### src/rtl/qdi_arb_traffic_gen.sv
// Clocked token source and grant checker for exercising QDI arbiters.
// Optional per-rail receive counters are built when ARB_TG_STATS_EN is defined.
module qdi_arb_traffic_gen #(
  parameter int          N_CH        = 2,
  parameter int          NO_TOKENS   = 10,
  parameter int          CNT_W       = 16,
  parameter logic [15:0] LFSR_SEED   = 16'hACE1,
  parameter int          SYNC_STAGES = 2,
  parameter int          TIMEOUT     = 4096
) (
  input  logic                  CLK,
  input  logic                  RESET,
  input  logic                  START,
  output logic [N_CH-1:0]       Tx,
  input  logic [N_CH-1:0]       Txe,
  input  logic [N_CH-1:0]       Rx,
  output logic                  Rxe,
  output logic                  DONE,
  output logic                  ERR,
  output logic [1:0]            ERR_CODE,
  output logic [CNT_W-1:0]      TX_CNT,
  output logic [CNT_W-1:0]      RX_CNT,
  output logic [N_CH*CNT_W-1:0] STATS
);

  localparam int WD_W = $clog2(TIMEOUT + 1);

  typedef enum logic [1:0] {TX_IDLE = 2'd0, TX_REQ = 2'd1, TX_RTZ = 2'd2} tx_state_e;
  typedef enum logic {RX_WAIT = 1'b0, RX_ACK = 1'b1} rx_state_e;

  // All FSM state lives in one struct so checkers can bind to a single signal.
  typedef struct packed {
    tx_state_e [N_CH-1:0] tx;
    rx_state_e            rx;
  } fsm_state_t;

  fsm_state_t       r_state;
  fsm_state_t       w_state_next;
  logic [15:0]      r_lfsr;
  logic             r_rxe;
  logic             r_done;
  logic             r_err;
  logic [1:0]       r_err_code;
  logic [CNT_W-1:0] r_tx_cnt;
  logic [CNT_W-1:0] r_rx_cnt;
  logic [WD_W-1:0]  r_wdog;

  logic [N_CH-1:0]  r_txe_sync [SYNC_STAGES];
  logic [N_CH-1:0]  r_rx_sync  [SYNC_STAGES];
  logic [N_CH-1:0]  w_txe_s;
  logic [N_CH-1:0]  w_rx_s;

  logic [N_CH-1:0]  w_launch;
  logic [31:0]      w_n_launch;
  logic [CNT_W:0]   w_tx_sum;
  logic             w_rx_any;
  logic             w_rx_multi;
  logic             w_rx_take;
  logic             w_over;
  logic             w_busy;
  logic             w_change;
  logic             w_timeout;
  logic             w_all_idle;
  logic             w_done_cond;

  always_ff @(posedge CLK or negedge RESET) begin
    if (!RESET) begin
      for (int s = 0; s < SYNC_STAGES; s++) begin
        r_txe_sync[s] <= '0;
        r_rx_sync[s]  <= '0;
      end
    end else begin
      r_txe_sync[0] <= Txe;
      r_rx_sync[0]  <= Rx;
      for (int s = 1; s < SYNC_STAGES; s++) begin
        r_txe_sync[s] <= r_txe_sync[s-1];
        r_rx_sync[s]  <= r_rx_sync[s-1];
      end
    end
  end

  assign w_txe_s = r_txe_sync[SYNC_STAGES-1];
  assign w_rx_s  = r_rx_sync[SYNC_STAGES-1];

  // Launch arbitration walks channels upward, so the lowest indices win the last tokens.
  always_comb begin
    w_state_next = r_state;
    w_launch     = '0;
    w_n_launch   = '0;
    for (int i = 0; i < N_CH; i++) begin
      case (r_state.tx[i])
        TX_IDLE: begin
          if (START && !r_done && r_lfsr[4'(i % 16)] && w_txe_s[i] &&
              (32'(r_tx_cnt) + w_n_launch < 32'(NO_TOKENS))) begin
            w_launch[i]        = 1'b1;
            w_state_next.tx[i] = TX_REQ;
            w_n_launch         = w_n_launch + 32'd1;
          end
        end
        TX_REQ:  if (!w_txe_s[i]) w_state_next.tx[i] = TX_RTZ;
        TX_RTZ:  if (w_txe_s[i])  w_state_next.tx[i] = TX_IDLE;
        default: w_state_next.tx[i] = TX_IDLE;
      endcase
    end

    w_rx_any   = |w_rx_s;
    w_rx_multi = (w_rx_s & (w_rx_s - 1'b1)) != '0;
    w_rx_take  = (r_state.rx == RX_WAIT) && w_rx_any && !w_rx_multi;
    w_over     = w_rx_take && (r_rx_cnt >= r_tx_cnt);
    case (r_state.rx)
      RX_WAIT: if (w_rx_take) w_state_next.rx = RX_ACK;
      RX_ACK:  if (!w_rx_any) w_state_next.rx = RX_WAIT;
      default: w_state_next.rx = RX_WAIT;
    endcase
  end

  always_comb begin
    w_all_idle = 1'b1;
    for (int i = 0; i < N_CH; i++) begin
      if (r_state.tx[i] != TX_IDLE) w_all_idle = 1'b0;
    end
    w_busy      = !w_all_idle || (r_state.rx != RX_WAIT);
    w_change    = (w_state_next != r_state);
    w_timeout   = w_busy && !w_change && (r_wdog == WD_W'(TIMEOUT - 1));
    w_tx_sum    = {1'b0, r_tx_cnt} + (CNT_W+1)'(w_n_launch);
    w_done_cond = (r_tx_cnt == CNT_W'(NO_TOKENS)) && (r_rx_cnt == CNT_W'(NO_TOKENS)) &&
                  w_all_idle && (r_state.rx == RX_WAIT);
  end

  always_ff @(posedge CLK or negedge RESET) begin
    if (!RESET) begin
      r_state    <= '0;
      r_lfsr     <= LFSR_SEED;
      r_rxe      <= 1'b0;
      r_done     <= 1'b0;
      r_err      <= 1'b0;
      r_err_code <= 2'b00;
      r_tx_cnt   <= '0;
      r_rx_cnt   <= '0;
      r_wdog     <= '0;
    end else begin
      r_state <= w_state_next;
      r_rxe   <= (w_state_next.rx == RX_WAIT);
      r_done  <= r_done | w_done_cond;
      if (START && !r_done) begin
        r_lfsr <= {r_lfsr[14:0], r_lfsr[15] ^ r_lfsr[13] ^ r_lfsr[12] ^ r_lfsr[10]};
      end
      r_tx_cnt <= w_tx_sum[CNT_W] ? '1 : w_tx_sum[CNT_W-1:0];
      // An over-receive still completes the handshake but is not counted.
      if (w_rx_take && !w_over && (r_rx_cnt != '1)) begin
        r_rx_cnt <= r_rx_cnt + 1'b1;
      end
      if (!w_busy || w_change) begin
        r_wdog <= '0;
      end else if (r_wdog != WD_W'(TIMEOUT)) begin
        r_wdog <= r_wdog + 1'b1;
      end
      if (!r_err) begin
        if (w_rx_multi) begin
          r_err      <= 1'b1;
          r_err_code <= 2'b01;
        end else if (w_over) begin
          r_err      <= 1'b1;
          r_err_code <= 2'b10;
        end else if (w_timeout) begin
          r_err      <= 1'b1;
          r_err_code <= 2'b11;
        end
      end
    end
  end

`ifdef ARB_TG_STATS_EN
  localparam int RAIL_W = $clog2(N_CH);
  logic [CNT_W-1:0]  r_stats [N_CH];
  logic [RAIL_W-1:0] w_rail;

  always_comb begin
    w_rail = '0;
    for (int i = 0; i < N_CH; i++) begin
      if (w_rx_s[i]) w_rail = RAIL_W'(i);
    end
  end

  always_ff @(posedge CLK or negedge RESET) begin
    if (!RESET) begin
      for (int i = 0; i < N_CH; i++) r_stats[i] <= '0;
    end else if (w_rx_take && !w_over && (r_stats[w_rail] != '1)) begin
      r_stats[w_rail] <= r_stats[w_rail] + 1'b1;
    end
  end

  always_comb begin
    STATS = '0;
    for (int i = 0; i < N_CH; i++) STATS[i*CNT_W +: CNT_W] = r_stats[i];
  end
`else
  assign STATS = '0;
`endif

  always_comb begin
    Tx = '0;
    for (int i = 0; i < N_CH; i++) Tx[i] = (r_state.tx[i] == TX_REQ);
  end

  assign Rxe      = r_rxe;
  assign DONE     = r_done;
  assign ERR      = r_err;
  assign ERR_CODE = r_err_code;
  assign TX_CNT   = r_tx_cnt;
  assign RX_CNT   = r_rx_cnt;

endmodule
### config.mk
export PLATFORM = sky130hd
export DESIGN_NAME = qdi_arb_traffic_gen
export DESIGN_NICKNAME = d
export VERILOG_FILES = /design/src/rtl/qdi_arb_traffic_gen.sv
export SDC_FILE = /design/constraint.sdc
export NUM_CORES = 1
export LEC_CHECK = 0
export CAP_MARGIN = 10
export CORE_AREA = 2 2 138 140
export CTS_CLUSTER_SIZE = 8
export DETAILED_ROUTE_END_ITERATION = 10
export DIE_AREA = 0 0 140 142
export GPL_ROUTABILITY_DRIVEN = 0
export GPL_TIMING_DRIVEN = 0
export MAX_ROUTING_LAYER = met4
export PLACE_DENSITY = 0.41
export SETUP_SLACK_MARGIN = 0.2
export SLEW_MARGIN = 20
export SYNTH_ARGS = -nofsm -noshare
export SYNTH_HDL_FRONTEND = slang
export SYNTH_SLANG_ARGS = --single-unit
### constraint.sdc
create_clock -name CLK -period 6.05 [get_ports CLK]
set_input_delay 1.815 -clock CLK [delete_from_list [all_inputs] [get_ports CLK]]
set_output_delay 1.815 -clock CLK [all_outputs]
set_load 0.02 [all_outputs]
# Word-level counts from Yosys, hierarchy flattened
# Cells that the tools add are included.
# op_classes
n_reduce_logical	34
n_lt_le_gt_ge	3
addsub	6
n_eq_ne	10
muxes	27
n_bitwise	8
# op_table
operator	count
17-bit 2-to-1 mux	2
16-bit by 32-bit adder with 32-bit output	1
16-bit by 4-bit == test with 1-bit output (second input constant)	2
32-bit by 4-bit < comparator with 1-bit output (second input constant)	1
13-bit 2-to-1 mux	2
2-bit 2-to-1 mux	9
16-bit by 17-bit adder with 17-bit output	1
1-bit logical AND	17
16-bit by 1-bit adder with 16-bit output (second input constant)	1
16-bit >= comparator	1
16-bit by 4-bit < comparator with 1-bit output (second input constant)	1
16-bit 2-to-1 mux	1
16-bit != test (second input constant)	1
13-bit by 1-bit adder with 13-bit output (second input constant)	1
13-bit by 12-bit == test with 1-bit output (second input constant)	1
13-bit != test (second input constant)	1
2-bit one-hot mux with 3 select lines	2
1-bit 2-to-1 mux	10
2-bit nonzero test	4
1-bit logical NOT	6
5-bit != test	1
2-bit by 1-bit == test with 1-bit output (second input constant)	2
2-bit == test (second input constant)	2
2-bit logical NOT	2
other kinds (11)	16
# word_totals
wordCells	103
reg_bits	79
out_inout_bits	71
input_bits	7

# Logic depth before layout (Yosys ltp)
# depth
depth_word	20
mapped_depth	22
mapped_depth_nobuf	20

# Worst setup path after synthesis
# No wires, ideal clock.
# synth_path
path_type	input port to flip-flop
startpoint	input port START
endpoint	register r_tx_cnt[13], in the netlist TX_CNT[13]
setup_ps	69
required_time_ps	5981
n_path_buf	3
stages	22
t_arrival_ps	6404
path_slack_ps	-424
path_cell_list	nor2b_1 > buf_2 > nand3_1 > nor3_2 > clkbuf_1 > and2_1 > ha_1 > or4_1 > o221ai_1 > o31a_1 > nand4_1 > nor3b_1 > ha_1 > mux2_2 > ha_1 > inv_1 > fa_1 > nor2_1 > nand2_1 > or4_1 > clkbuf_1 > nand3_1
# synth_via
elab_chain_cells	13
word_cells_on_any_way	16
classes_between	add/sub: 3; order compare: 1; mux: 5; reduce/logical: 7
# synth_rtl
item	line_no	text
start, declared	13	input logic START,
1-bit logical AND (*)	93	if (START && !r_done && r_lfsr[4'(i % 16)] && w_txe_s[i] &&
1-bit logical AND (3 in a row)	93	
1-bit 2-to-1 mux	93	
1-bit 2-to-1 mux	91	case (r_state.tx[i])
16-bit by 32-bit adder with 32-bit output	94	(32'(r_tx_cnt) + w_n_launch < 32'(NO_TOKENS))) begin
32-bit by 4-bit < comparator with 1-bit output	94	
1-bit logical AND	93	
17-bit 2-to-1 mux	93	
17-bit 2-to-1 mux (*)	91	
16-bit by 17-bit adder with 17-bit output (*)	125	w_tx_sum = {1'b0, r_tx_cnt} + (CNT_W+1)'(w_n_launch);
16-bit 2-to-1 mux (*)	148	r_tx_cnt <= w_tx_sum[CNT_W] ? '1 : w_tx_sum[CNT_W-1:0];
end signal, assigned	148	
end, declared	44	logic [CNT_W-1:0] r_tx_cnt;
# Mark *: on every way between the ends. The rest lies on a longest branch, timed or not.
# A chain may end at the register's enable or synchronous reset.

# Final worst setup path
# layout_path
startpoint	input port START
endpoint	register r_tx_cnt[3], in the netlist TX_CNT[3]
# The elaborated chain is that of the path after synthesis.

==> reports/metrics.yaml <==
synth:
  synth-seq-cells: 79
  yosysUniqueCellTypes: 59
  synth_warnings: 0
  netlist_area_um2: 4670
  synth_flop_cell: "dfrtp_1"
  async_reset_ff_share_pct: 100
  synth.yosys.seq_area_share_pct: 42.6
  synth_edf_count: 0
  synth_cells: 475
  syn_avg_cell_area_um2: 9.83
global_route:
  track_usage_pct: 13.6
  overflow: 0
  grt_pass1_wl_um: 20700
  grt_max_degree: 48
  antenna_found_initial: 0
  grt_pass1_vias: 3758
sta:
  whs_ns: 0.348
  slew_viol_final: 0
  finClkSkew_ns: 0.00694
  max_slew.worst_pin.slew_ns: 0.631
  finalSetupViolCount: 0
  fin_crit_sh_pct: 91.1
  fmax_ghz: 0.181
  period_needed_ns: 5.51
  slew_headroom_pct: 56.8
  final_hold_viol_count: 0
  rsz0062_at_grt: "no"
min_path:
  hold_end: "w_rx_s[0]"
  worstHoldPathType: "reg -> reg"
  hold_depth: 0
  min_from: "r_rx_sync[2]"
critical_path:
  crit-reg2reg-launch: "TX_CNT[10]"
  end_kind: "flip-flop"
  critPathRequiredTime_ns: 6.33
  regToRegSetupSlack_ns: 1.45
  ff2ff_path_depth: 22
  crit_fanout: 6
  crit_buf_inv: 5
  crit_family: "simple AND/OR/NAND/NOR gates"
  worstSetupPathType: "in -> reg"
  r2r_end: "TX_CNT[3]"
  critPathMaxStageDelay_ns: 0.51
  crit_chain: "dlygate4sd2_1 -> nor2b_1 -> buf_4 -> nand3_4 -> nor3_4 -> clkbuf_8 -> and2_4 -> ha_4 -> or4_1 -> o221ai_1 -> o31a_1 -> nand4_1 -> nor3b_2 -> ha_1 -> mux2_4 -> ha_4 -> inv_2 -> fa_2 -> nor2_4 -> nand2_4 -> or4_4 -> clkbuf_8 -> nand2_2"
  cp.arrival_ns: 5.79
  cp-start-kind: "input pin"
  cpMaxStageDelayCell: "or4_1"
power:
  p_comb_share_pct: 19.4
  power_density_nw_per_um2: 249
  p_seq_share_pct: 46.1
  internal_power_mw: 1.07
  p_leak_nw: 2.59
  power_switching_uw: 436
  clockPowerShare_pct: 34.5
  power_switching_share_pct: 29.0
  peakVddDrop_mv: 0.138
cts:
  cts.sinks: 79
  clkLatencyLatePin_ns: 0.34
  tritoncts: "done"
  root_buffer: "clkbuf_16"
  cts_buffer_depth: 2
  cts_max_level: 3
  cts_made_buffers: 9
  path_clk_slew_ns: 0.06
  ctsHoldBuffers: 0
drt:
  vias: 3842
  wirelength_um: 12600
  drtAntennaViolNets: 0
  drcViolationCount: 4
  drt_iter0_drc: 205
  wire_per_inst_um: 15.5
  dr.pass1.iters: 9
  vias_per_cell: 4.71
placement:
  hpwl_um: 9310
  placed_cell_area_um2: 5640
  portBuffers: 45
die:
  core_um2: 18500
  rows: 50
  pin_count: 78
  die_y_um: 142
  die_w_um: 140
  die-area_um2: 19900
  initial_core_util_pct: 25.3
cells_and_area:
  drive_gt1_share_pct: 20.6
  mostFrequentLayoutCells: "dfrtp_1 (71), buf_4 (47), clkdlybuf4s50_1 (43), xnor2_1 (33), conb_1 (32)"
  area_growth_pct: 29.7
  diodes: 0
  final_common_cell: "dfrtp_1"
  nets: 609
  fin_area_um2: 6060
status:
  status: "complete, but fails checks"
  violations: "DRC"
flow_run:
  maxCapViolCount: 0
[cells in the mapped netlist (2+ instances only)]
library cell  count  area [um^2]
dfrtp_1          71         1780
xnor2_1          33          289
buf_4            32          240
nand2_1          32          120
nor2_1           30          113
nand3_1          29          145
ha_1             24          300
nand4_1          23          144
inv_1            21         78.8
nor4_1           18          113
mux2_2           17          191
a21oi_1          12         60.1
clkbuf_1         12         45.0
and3_1           11         68.8
nor3_1           10         50.1
o21ai_0          10         50.1
dfstp_2           8          210
xor2_1            8         70.1
or4_1             6         45.0
nand2b_1          5         31.3
and4_1            4         35.0
buf_2             4         20.0
nor2b_1           4         25.0
o21a_1            4         30.0
o31ai_1           3         22.5
a2111oi_0         2         17.5
a21o_1            2         15.0
buf_6             2         22.5
mux2i_1           2         20.0
nor3_2            2         20.0
nor3b_1           2         15.0
nor4b_1           2         17.5
o211ai_1          2         15.0
o41ai_1           2         17.5
or3_1             2         12.5
[worst register-to-register path, cell delays in order, from the launching register on]
cell and delay (ns):
dfrtp_1 0.39, buf_6 0.15, nor4_4 0.29, nand4_2 0.21
nor3_4 0.25, clkbuf_8 0.16, and2_4 0.14, ha_4 0.19
or4_1 0.39, o221ai_1 0.08, o31a_1 0.19, nand4_1 0.13
nor3b_2 0.20, ha_1 0.15, mux2_4 0.15, ha_4 0.13
inv_2 0.04, fa_2 0.38, nor2_4 0.16, nand2_4 0.06
or4_4 0.48, clkbuf_8 0.19, nand2_2 0.06
[stage by stage]
step	setup WS [ns]	instances	util [%]	power [mW]	setup TNS (ns)
3_5_place_dp	-0.818	786	30.6	1.00	-11.53
2_1_floorplan	0.201	506	-	0.886	0
6_report	0.537	816	32.8	1.51	0
3_3_place_gp	-0.796	785	30.4	0.989	-11.18
5_1_grt	0.246	816	32.8	1.59	0
4_1_cts	0.350	815	32.8	1.52	0
[layer usage]
| metal | wire (um) | track usage [%] | up-vias |
|---|---|---|---|
| met2 | 5810 | 20.9 | 97 |
| met5 | 0 | - | - |
| met3 | 484 | 2.19 | 9 |
| met4 | 157 | 4.47 | 0 |
| li1 | - | - | 1843 |
| met1 | 6200 | 18.5 | 1893 |
[cell type report]
| cell class | instances | area (um^2) |
|---|---|---|
| Clock inverter | 3 | 17.5 |
| Clock buffer | 13 | 260 |
| Buffer | 51 | 354 |
| Sequential cell | 79 | 1990 |
| Tap cell | 234 | 293 |
| Multi-Input combinational cell | 354 | 2480 |
| Timing Repair Buffer | 60 | 586 |
| Inverter | 22 | 82.6 |
| Fill cell | 1902 | 12400 |
[power groups by stage]
stage / registers (mW) / logic, mW / clock network, mW
after floorplan: 0.697 / 0.190 / 0
after global routing: 0.707 / 0.323 / 0.560
after CTS: 0.696 / 0.297 / 0.531
after global placement: 0.703 / 0.286 / 0
final: 0.695 / 0.293 / 0.519
after detailed placement: 0.705 / 0.295 / 0
[timing repair]
action	in CTS	in global routing
pin swaps	7	3
setup buffers	12	1
endpoints found under the setup margin	16	13
resized for setup	9	0
gates cloned	1	0
[how the worst max path moves through the flow]
stage,startpoint,endpoint,slack (ns),depth (start not counted)
CTS,START,TX_CNT[10],0.35,23
global placement,START,TX_CNT[13],-0.80,23
floorplan,START,TX_CNT[13],0.20,22
global route,START,TX_CNT[11],0.25,23
finish,START,TX_CNT[3],0.54,23
detailed placement,START,TX_CNT[3],-0.82,23
[registers in the layout, indices dropped and copies added, names as in the netlist]
register and cells:
DONE 1, ERR 1, ERR_CODE 2, RX_CNT 16, Rxe 1, TX_CNT 16
r_lfsr 16, r_rx_sync 2, r_state 5, r_txe_sync 2, r_wdog 13, w_rx_s 2
w_txe_s 2
[logic make-up after synthesis]
logic type               after synthesis  share of synthesized area [%]
adder cells (fa/ha/maj)               25                           6.86
buffers and inverters                 73                           8.87
AND/OR/NAND/NOR                      189                           22.5
other                                  1                         0.0803
AO/OA/AOI/OAI                         48                           6.91
multiplexers                          19                           4.53
flip-flops                            79                           42.6
XOR/XNOR                              41                           7.69
(Power assumes the default switching activity.)
==> edit 1: new RTL, config.mk and constraints unchanged <==
The parameter `N_CH` goes from 2 to 4.
--- a/src/rtl/qdi_arb_traffic_gen.sv
+++ b/src/rtl/qdi_arb_traffic_gen.sv
@@ -3,3 +3,3 @@
 module qdi_arb_traffic_gen #(
-  parameter int          N_CH        = 2,
+  parameter int          N_CH        = 4,
   parameter int          NO_TOKENS   = 10,
Ports: changed (resized Rx, STATS, Tx and Txe); port bits go from 78 to 116. The function was not compared with the original's and may differ.
==> edit 1 against the unedited design <==
The flow finishes with violations (DRC, setup timing); cell count is 28% higher; synthesized area is 29% higher; setup slack worse by 3.4 ns; critical path depth is 15 higher; routed wire length is 31% higher; utilization is 11 points higher; final area is 33% higher; clock skew hardly changed; via count is 34% higher; power is 16% higher; sequential cell count is 12 higher; combinational power is 28% higher; first-iteration DRC count is 37% higher; sequential power is 14% higher; critical endpoint is now TX_CNT[15]; largest cell class unchanged.
==> edit 1: results (changes against the unedited design) <==
INFO  metric outcome = finished, violations left
INFO  metric failed_checks = DRC, setup timing
INFO  metric ff2ff_path_depth = 36 (+64%)
INFO  metric synth_async_sr_flop_share = 100.0% (unchanged)
INFO  metric cts_max_level = 3 (unchanged)
INFO  metric crit_fanout = 6 (unchanged)
INFO  metric drt_wl_total = 16560 µm (+31%)
INFO  metric cts_buffers = 9 (unchanged)
INFO  metric ys.warnings.count = 0 (unchanged)
INFO  metric route.detailed.drc = 14 (+10)
INFO  metric hold_path_depth = 0 (unchanged)
INFO  metric io_buffer_count = 51 (+13%)
INFO  metric detailed_router_iteration_count_before_antenna_repair = 8 (-1)
INFO  metric grt_start_max_net_pins = 52 (+8.3%)
INFO  metric clock_tree_root_driver_cell = sky130_fd_sc_hd__clkbuf_16
INFO  metric drt_iter0_markers = 280 (+37%)
INFO  metric report.final.setup_viol = 33 (+33)
INFO  metric timing.hold.worst.class = register to register
INFO  metric synth-seq-area-share = 37.98% (-4.6 points)
INFO  metric grt_antenna_before_repair = 0 (unchanged)
INFO  metric timing.hold.worst_endpoint = w_txe_s[3]
INFO  metric hold_path_startpoint = r_txe_sync[7]
INFO  metric dp_hpwl = 12230 µm (+31%)
INFO  metric grt_pass1_wl = 26840 µm (+30%)
INFO  metric layout-drive-gt1-share = 25.86% (+5.2 points)
INFO  metric vias = 5137 (+34%)
INFO  metric cts_max_path_buffers = 2 (unchanged)
INFO  metric crit_arrival = 9.19 ns (+3.40 ns)
INFO  metric ys_types = 66 (+12%)
INFO  metric via_count_of_the_first_global_routing_pass = 5000 (+33%)
INFO  metric global_route.usage.total = 17.60% (+4.0 points)
INFO  metric core_area = 18460 µm² (unchanged)
INFO  metric timing.slew.headroom = 30.62% (-26 points)
INFO  metric irDropWorstVdd = 0.0001815 V (+32%)
INFO  metric insertedDiodeCount = 0 (unchanged)
INFO  metric worst_r2r_endpoint = TX_CNT[15]
INFO  metric power_report.internal_total = 1.249 mW (+17%)
INFO  metric static-leakage-power = 3.608 nW (+39%)
INFO  metric cts.clk_slew.worst_paths = ~0.070 ns
INFO  metric slowest_stage = sky130_fd_sc_hd__fa_2
INFO  metric finalClockSkew = 0.006664 ns (-0.0002798 ns)
INFO  metric biggest_cell_delay_along_the_critical_path = 0.47 ns (-0.04 ns)
INFO  metric synth.cells.most_frequent = sky130_fd_sc_hd__dfrtp_1, sky130_fd_sc_hd__buf_4, sky130_fd_sc_hd__nor2_1
INFO  metric setup_ws = -2.862 ns (-3.399 ns)
INFO  metric r2r_setup_slack = -2.43 ns (-3.88 ns)
INFO  metric insertion_delay = 0.35 ns
INFO  metric timing.rr.start = TX_CNT[4]
INFO  metric yosys-top-cells-area = sky130_fd_sc_hd__dfrtp_1, sky130_fd_sc_hd__buf_4, sky130_fd_sc_hd__ha_1, sky130_fd_sc_hd__xnor2_1, sky130_fd_sc_hd__dfstp_2
INFO  metric layout.nets = 850 (+40%)
## edit 1: timing repair
action	in CTS	in global routing
hold buffers	0	0
pin swaps	25	5
resized for setup	48	16
endpoints found under the setup margin	34	33
setup buffers	27	6
gates cloned	2	0
## edit 1: area by class of cell
class,count,area [µm²]
Inverter,32,122.6
Fill cell,1883,10400
Clock buffer,10,239.0
Clock inverter,6,71.32
Tap cell,234,292.8
Timing Repair Buffer,87,857.1
Multi-Input combinational cell,501,3592
Buffer,85,591.8
Sequential cell,91,2287
## edit 1: how the worst max path moves through the flow
stage                      from          to  slack [ns]  depth (start not counted)
after floorplan           START  TX_CNT[13]       -2.61                         36
after global placement    START   TX_CNT[3]       -4.84                         37
after detailed placement  START   TX_CNT[3]       -4.87                         37
after CTS                 START  TX_CNT[15]       -2.95                         38
after global routing      START   TX_CNT[3]       -3.25                         39
final                     START  TX_CNT[15]       -2.86                         38
## edit 1: critical path, delay by kind of cell
family / cells / cell delay (ns)
simple gates: 11 / 1.85
buf+inv: 5 / 0.41
mux: 3 / 0.84
compound gates: 14 / 2.67
fa+ha+maj: 4 / 1.40
xor+xnor: 1 / 0.20
## edit 1: logic make-up (layout without fill, tap and decap cells)
| family | after synthesis | count (layout) | share of synthesized area [%] |
|---|---|---|---|
| AND/OR/NAND/NOR | 219 | 219 | 19.22 |
| flip-flops | 91 | 91 | 37.98 |
| AO/OA/AOI/OAI | 114 | 114 | 12.86 |
| adder cells (fa/ha/maj) | 33 | 33 | 7.189 |
| XOR/XNOR | 45 | 45 | 6.545 |
| other | 1 | 64 | 0.06227 |
| buffers and inverters | 117 | 220 | 11.36 |
| multiplexers | 26 | 26 | 4.779 |
## edit 1: power by group through the flow
stage	clock, mW	sequential (mW)	combinational [mW]
3_5_place_dp	0	0.803	0.344
2_1_floorplan	0	0.794	0.250
3_3_place_gp	0	0.801	0.339
5_1_grt	0.639	0.805	0.417
4_1_cts	0.613	0.792	0.375
6_report	0.589	0.789	0.374
## edit 1: routing by layer
metal / vias to the layer above / routed length (µm) / GRT usage [%]
met3: 25 / 794 / 3.567
met4: 0 / 437 / 6.645
met2: 140 / 7677 / 27.77
met5: - / 0 / -
li1: 2506 / - / -
met1: 2466 / 7650 / 22.51
## edit 1: stage by stage
stage | instance area, µm² | cells | hold slack (ns) | setup WS (ns) | TNS [ns]
finish | 8054 | 1046 | 0.3503 | -2.862 | -72.39
global route | 8054 | 1046 | 0.3572 | -3.248 | -84.32
CTS | 7944 | 1040 | 0.3522 | -2.946 | -73.97
detailed placement | 7207 | 995 | 0.3364 | -4.872 | -131.92
global placement | 7178 | 994 | 0.3317 | -4.836 | -159.96
floorplan | 6375 | 709 | 0.3312 | -2.606 | -60.86
==> edit 2: new RTL, same settings <==
Made on the original files. One comparison of `r_tx_cnt` changes from == to >=.
--- a/src/rtl/qdi_arb_traffic_gen.sv
+++ b/src/rtl/qdi_arb_traffic_gen.sv
@@ -125,3 +125,3 @@
     w_tx_sum    = {1'b0, r_tx_cnt} + (CNT_W+1)'(w_n_launch);
-    w_done_cond = (r_tx_cnt == CNT_W'(NO_TOKENS)) && (r_rx_cnt == CNT_W'(NO_TOKENS)) &&
+    w_done_cond = (r_tx_cnt >= CNT_W'(NO_TOKENS)) && (r_rx_cnt == CNT_W'(NO_TOKENS)) &&
                   w_all_idle && (r_state.rx == RX_WAIT);
Check against the original RTL: no difference found for any inputs over 4 cycles, from zero or initial values and one cycle with RESET low; that may be too few to reach the edited logic, so the function may still have changed.
==> edit 2 against the unedited design <==
Clock skew up 0.0020 ns; cell count is 2.8% lower; routed wire length shrank 15%; synthesized area down 2.7%; sequential cell count unchanged; setup slack worse by 0.11 ns; final area shrank 3.1%; via count decreased by 9.2%; first-iteration DRC count rose by 7.3%; power up 5.0%; the flow still finishes with violations (DRC).
==> edit 2: results (changes against the unedited design) <==
INFO  metric num-nonclk-inverters = 24 (+9.1%)
INFO  metric outcome = finished, violations left
INFO  metric drt_iter0_markers = 220 (+7.3%)
INFO  metric clk_tree_area_share = 5.139% (+0.55 points)
INFO  metric grt_pass1_wl = 17840 µm (-14%)
INFO  metric globalRouteMet2Util = 18.25% (-2.7 points)
INFO  metric failed_checks = DRC
INFO  metric synth-seq-area-share = 43.72% (+1.2 points)
INFO  metric postCtsResizedCells = 10 (+1)
INFO  metric timing.slew.headroom = 60.76% (+3.9 points)
INFO  metric comb_power_share = 21.1% (+1.7 points)
INFO  metric irDropWorstVdd = 0.0002202 V (+60%)
INFO  metric wl_met3 = 422 µm (-13%)
INFO  metric synth-xor-area-share = 8.287% (+0.60 points)
INFO  metric biggest_cell_delay_along_the_critical_path = 0.44 ns (-0.07 ns)
INFO  metric timing.rr.start = TX_CNT[11]
INFO  metric post_cts.repair.setup_buffers = 7 (-5)
INFO  metric use_met3 = 2.927% (+0.74 points)
INFO  metric multi_input_area = 2341 µm² (-5.5%)
INFO  metric ys_types = 54 (-8.5%)
INFO  metric ff2ff_path_depth = 20 (-9.1%)
INFO  metric route.detailed.drc = 7 (+3)
INFO  metric dp_hpwl = 8053 µm (-14%)
INFO  metric slowest_stage = sky130_fd_sc_hd__clkdlybuf4s50_1
INFO  metric timing.hold.worst_endpoint = w_txe_s[1]
INFO  metric met1_length = 5196 µm (-16%)
INFO  metric fillers = 1911 (+0.47%)
INFO  metric synth.cells.most_frequent = sky130_fd_sc_hd__dfrtp_1, sky130_fd_sc_hd__buf_4, sky130_fd_sc_hd__nand2_1, sky130_fd_sc_hd__nor2_1
[edit 2: cell types whose count changed in the layout (fill, tap and decap cells not counted), moves of 6 or more]
cell	before	now
sky130_fd_sc_hd__nand3_1	27	20
sky130_fd_sc_hd__a21oi_1	12	21
sky130_fd_sc_hd__nand4_1	23	13
sky130_fd_sc_hd__nor3_1	10	19
sky130_fd_sc_hd__xor2_1	8	20
sky130_fd_sc_hd__xnor2_1	33	23
sky130_fd_sc_hd__nor4_1	18	7
sky130_fd_sc_hd__nand2_1	27	33
[edit 2: through the flow]
step | utilization, % | cell area (µm²) | worst slack (ns) | TNS [ns] | std cells
floorplan | - | 4668 | 0.3088 | 0 | 488
global placement | 29.32 | 5411 | -0.9787 | -13.68 | 767
detailed placement | 29.42 | 5429 | -1.001 | -13.91 | 768
CTS | 31.57 | 5826 | 0.2521 | 0 | 791
global route | 31.80 | 5868 | 0.1561 | 0 | 793
finish | 31.80 | 5868 | 0.4233 | 0 | 793
